[src/rtl/adder_arbiter.sv]
// adder_arbiter: round-robin front end sharing one pipelined 64-bit adder among four requesters
module adder_arbiter #(
    parameter int LATENCY = 8,
    parameter int MAX_OUT = 4
) (
    input  logic         clk,
    input  logic         reset_n,
    input  logic         arb_en,
    input  logic [3:0]   req_valid,
    output logic [3:0]   req_ready,
    input  logic [255:0] req_a,
    input  logic [255:0] req_b,
    output logic [63:0]  add_a,
    output logic [63:0]  add_b,
    input  logic [63:0]  add_sum,
    input  logic         add_c,
    output logic [3:0]   rsp_valid,
    output logic [63:0]  rsp_sum,
    output logic         rsp_c,
    output logic         busy
);
    localparam int DEPTH = 1 + LATENCY;
    logic [1:0]       ptr, gidx;
    logic [3:0]       outstanding [4];
    logic [3:0]       eligible, grant;
    logic [DEPTH-1:0] tag_v;
    logic [1:0]       tag_id [DEPTH];
    // A requester at its limit stays eligible in the cycle its result returns
    always_comb begin
        for (int i = 0; i < 4; i++)
            eligible[i] = req_valid[i] && (outstanding[i] != 4'(MAX_OUT) || rsp_valid[i]);
    end
    always_comb begin
        grant = '0;
        gidx = ptr;
        for (int k = 3; k >= 0; k--) begin
            if (arb_en && eligible[ptr + 2'(k)]) begin
                grant = 4'b1 << (ptr + 2'(k));
                gidx = ptr + 2'(k);
            end
        end
    end
    assign req_ready = reset_n ? grant : '0;
    assign rsp_valid = tag_v[DEPTH-1] ? 4'b1 << tag_id[DEPTH-1] : '0;
    assign rsp_sum = add_sum;
    assign rsp_c = add_c;
    assign busy = |tag_v;
    always_ff @(posedge clk or negedge reset_n) begin
        if (!reset_n) begin
            ptr <= '0;
            add_a <= '0;
            add_b <= '0;
            tag_v <= '0;
            for (int i = 0; i < DEPTH; i++) tag_id[i] <= '0;
            for (int i = 0; i < 4; i++) outstanding[i] <= '0;
        end else begin
            ptr <= |grant ? gidx + 2'd1 : ptr;
            add_a <= |grant ? req_a[64*gidx +: 64] : '0;
            add_b <= |grant ? req_b[64*gidx +: 64] : '0;
            tag_v <= {tag_v[DEPTH-2:0], |grant};
            tag_id[0] <= gidx;
            for (int i = 1; i < DEPTH; i++) tag_id[i] <= tag_id[i-1];
            for (int i = 0; i < 4; i++)
                outstanding[i] <= outstanding[i] + 4'(grant[i]) - 4'(rsp_valid[i]);
        end
    end
endmodule

[config.mk]
export PLATFORM = sky130hd
export DESIGN_NAME = adder_arbiter
export DESIGN_NICKNAME = d
export VERILOG_FILES = /design/src/rtl/adder_arbiter.sv
export SDC_FILE = /design/constraint.sdc
export NUM_CORES = 1
export LEC_CHECK = 0
export BUFFER_PORTS_ARGS = -buffer_cell sky130_fd_sc_hd__buf_2
export CAP_MARGIN = 0
export CORE_AREA = 2 2 303 305
export CTS_BUF_LIST = sky130_fd_sc_hd__clkbuf_8
export DETAILED_ROUTE_END_ITERATION = 7
export DIE_AREA = 0 0 305 307
export SLEW_MARGIN = 30
export SYNTH_ARGS = -nofsm -noshare
export SYNTH_HDL_FRONTEND = slang
export SYNTH_SLANG_ARGS = --single-unit
[constraint.sdc]
create_clock -name clk -period 4.8 [get_ports clk]
set_input_delay 0.72 -clock clk [delete_from_list [all_inputs] [get_ports clk]]
set_output_delay 0.72 -clock clk [all_outputs]
set_load 0.01 [all_outputs]
==> flow_summary.yaml <==
synthesis:
  yosysTopAreaCellShare_pct: 39.72
  netlist_area_mm2: 0.01090
  synth_area_leader_cell: "dfrtp_1"
  synthMuxAreaShare_pct: 12.24
  ys_ff_latch: 173
  syn_area_per_cell_um2: 11.03
  synth-edff-count: 0
  synthAdderAreaFrac_pct: 3.949
  ys_types: 48
  synthSimpleGateAreaFrac_pct: 8.749
  synth-xor-area-share_pct: 0.8726
  synth_top_family_by_area: "compound AO/OA/AOI/OAI gates"
  synth-compound-area-share_pct: 23.13
  yosys_warnings: 0
  syn_nets: 1604
  yosysSeqAreaShare_pct: 39.72
  async_reset_ff_share_pct: 100.0
  ys.flop_type: "dfrtp_1"
  synthCells: 988
  synth_area_leaders: "dfrtp_1 (40%), a211oi_1 (14%), mux2i_1 (12%)"
worst_hold_path:
  min_path_type: "input pin to asynchronous set/reset pin"
die:
  ios: 786
  die_x_um: 305
  core_mm2: 0.09069
  rows: 111
  initial_core_util_pct: 12.02
  die_area_mm2: 0.09364
  die_h_um: 307
setup_path:
  r2r_end: "add_b[13]"
  cpMaxStageDelayCell: "dfrtp_1"
  start_kind: "register"
  rrSetupSlack_ps: 1060
  cpPeakStageDelay_ps: 630
  cp_num_buf_inv: 2
  crit_arrival_ps: 3320
  crit_cells: 9
  r2r_start: "ptr[1]"
  cp-startpoint: "ptr[1]"
  cp-endpoint: "req_ready[0]"
  critPathRequiredTime_ps: 4080
  critical_path.top_delay_family: "compound AO/OA/AOI/OAI gates"
  cp_max_fo: 13
  crit_path_end_kind: "primary output"
  crit_path_cell_trace: "inv_1 -> ha_1 -> nand2b_1 -> a21oi_1 -> nor2_2 -> o221ai_1 -> a22oi_1 -> nor2b_1 -> buf_2"
  r2r.worst_path.cells: 11
  crit_type: "register to primary output"
global_routing:
  grt_max_degree: 106
  grt_pass1_wl_um: 64210
  grt_use_total_pct: 9.606
  grt_pass1_vias: 9596
  antenna_found_initial: 21
  overflow: 0
sta:
  finalSetupViolCount: 0
  rsz0062_at_grt: "false"
  fin_setup_tns_ps: 0
  fin_ws_ps: 760.3
  drv_slew: 0
  layout_min_cycle_time_ps: 4040
  relSlewSlack_pct: 49.13
  tightest_slew_ps: 763.0
  clock_skew_ps: 19.27
  final_hold_viol_count: 0
  period_share_pct: 84.16
  fmax_mhz: 247.5
power_and_ir_drop:
  switching_share_pct: 50.96
  p_switching_mw: 6.903
  p_clk_share_pct: 8.4
  power.density_mw_per_mm2: 882.7
  p_leak_nw: 7.199
  seqPwrFrac_pct: 19.6
  p_comb_share_pct: 71.9
  intPower_mw: 6.642
  ir_drop_mv: 0.6639
clock_tree:
  cts-htree-levels: 4
  hold_buffers: 0
  clkTransAtPathRegs_ps: 120
  cts.sinks: 173
  ctsResizeCount: 0
  cts_tree: "done"
  clk_path_buf_depth: 2
  post-cts-setup-buffer-count: 0
  worst_skew_pair.late_latency_ps: 580
  cts-root-buf: "clkbuf_8"
  cts_buffers: 17
detailed_routing:
  drt-total-wl_um: 46450
  dr.first_iter.drc_count: 391
  dr.pass1.iters: 4
  vias_per_cell: 3.596
  avgRoutedWirePerCell_um: 16.95
  drc: 0
  vias: 9857
  ant_nets: 0
layout:
  nNetsFinal: 2155
  final_layout_size_suffix_gt1_share_pct: 50.13
  area_delta_synth_final_pct: 40.80
outcome:
  outcome: "finished, final reports clean"
run:
  timing.max_cap.violations: 0
placed_design:
  portBuffers: 655
  place_congestion: 0.8402
  place_ws_ps: 1093
  dp_hpwl_um: 38310
[per-layer routing]
layer	global-route usage [%]	part of all wire [%]	vias up
li1	-	-	4669
met1	11.02	40	4628
met2	14.82	45	475
met3	5.065	12	73
met4	4.156	2.7	12
met5	0	0.15	-
[layout by cell type (no fill, tap or decap), types with 2 or more instances in the layout]
cell type | Yosys | layout
a211oi_2 | 48 | 48
dfrtp_1 | 173 | 173
nor2b_1 | 132 | 132
diode_2 | 0 | 3
inv_8 | 0 | 3
clkinv_8 | 0 | 3
o211ai_2 | 2 | 2
xor2_1 | 2 | 2
nand2_1 | 2 | 2
and3b_1 | 2 | 2
a22oi_1 | 6 | 6
a21o_1 | 4 | 4
xnor2_1 | 7 | 7
buf_12 | 8 | 10
buf_2 | 31 | 654
o21ba_1 | 3 | 3
nor2_1 | 3 | 3
or3b_1 | 4 | 4
mux2i_1 | 131 | 131
o211ai_1 | 4 | 4
o221ai_1 | 4 | 4
buf_4 | 74 | 19
fa_1 | 4 | 4
inv_1 | 36 | 36
inv_6 | 0 | 5
a21oi_1 | 9 | 9
ha_1 | 28 | 28
o21ai_1 | 3 | 3
a211oi_1 | 209 | 209
clkbuf_8 | 0 | 18
clkinv_2 | 0 | 2
[sequential cells by signal, indices dropped and copies added, names as in the netlist]
signal and count:
outstanding 16, add_b 64, add_a 64, ptr 2
tag_id 18, tag_v 9
[area by class of cell]
class	instances	area, um2
antenna	3	7.507
sequential	173	4329
inverter	37	138.9
clock inverter	15	173.9
tap	1186	1484
multi-input combinational	626	5348
fill	10140	75350
clock buffer	17	234.0
timing repair buffer	684	3630
[power groups by stage]
stage | Clock, mW | Combinational [mW] | Sequential [mW]
after floorplan | 0 | 7.21 | 2.86
after global placement | 0 | 9.76 | 2.68
after detailed placement | 0 | 9.91 | 2.69
after CTS | 1.25 | 9.91 | 2.67
after global routing | 1.28 | 10.7 | 2.73
final | 1.14 | 9.75 | 2.66
[worst min path at each step]
stage	start	end	slack, ps	cells after the start
after CTS	reset_n	outstanding[15]	60	1
after global placement	tag_id[2]	tag_id[0]	330	0
after floorplan	tag_id[2]	tag_id[0]	330	0
after detailed placement	tag_id[14]	tag_id[12]	330	0
final	reset_n	tag_id[7]	140	1
after global routing	reset_n	outstanding[15]	120	1
[stage by stage]
stage / hold WS, ps / power [mW] / util [%] / area (um2) / std cells
after floorplan: 331.2 / 10.07 / - / 10900 / 988
after global placement: 332.8 / 12.44 / 16.46 / 14930 / 2706
after detailed placement: 334.7 / 12.60 / 16.46 / 14930 / 2706
after CTS: 64.95 / 13.83 / 16.91 / 15340 / 2738
after global routing: 117.4 / 14.76 / 16.92 / 15340 / 2741
final: 139.8 / 13.54 / 16.92 / 15340 / 2741
[worst register-to-register path: cells and delay by family, from the launching register on]
family | cells | cell delay (ps)
buffers and inverters | 3 | 860
AO/OA/AOI/OAI | 4 | 650
flip-flops | 1 | 630
XOR/XNOR | 1 | 600
AND/OR/NAND/NOR | 2 | 520
adder cells (fa/ha/maj) | 1 | 350
[synth_stat cells (6+ instances only)]
cell type,number
buf_4,74
buf_6,6
inv_1,36
clkbuf_1,30
a21oi_1,9
buf_12,8
a211oi_1,209
mux2i_1,131
a211oi_2,48
xnor2_1,7
dfrtp_1,173
a22oi_1,6
buf_2,31
nor2b_1,132
ha_1,28
[cell families (layout without fill, tap and decap cells)]
family          after synthesis  in the layout
other cells                   0              3
compound gates              301            301
buf+inv                     189            753
simple gates                151            151
mux                         132            132
xor+xnor                     10             10
flops                       173            173
fa+ha+maj                    32             32
(Power assumes the default switching activity.)
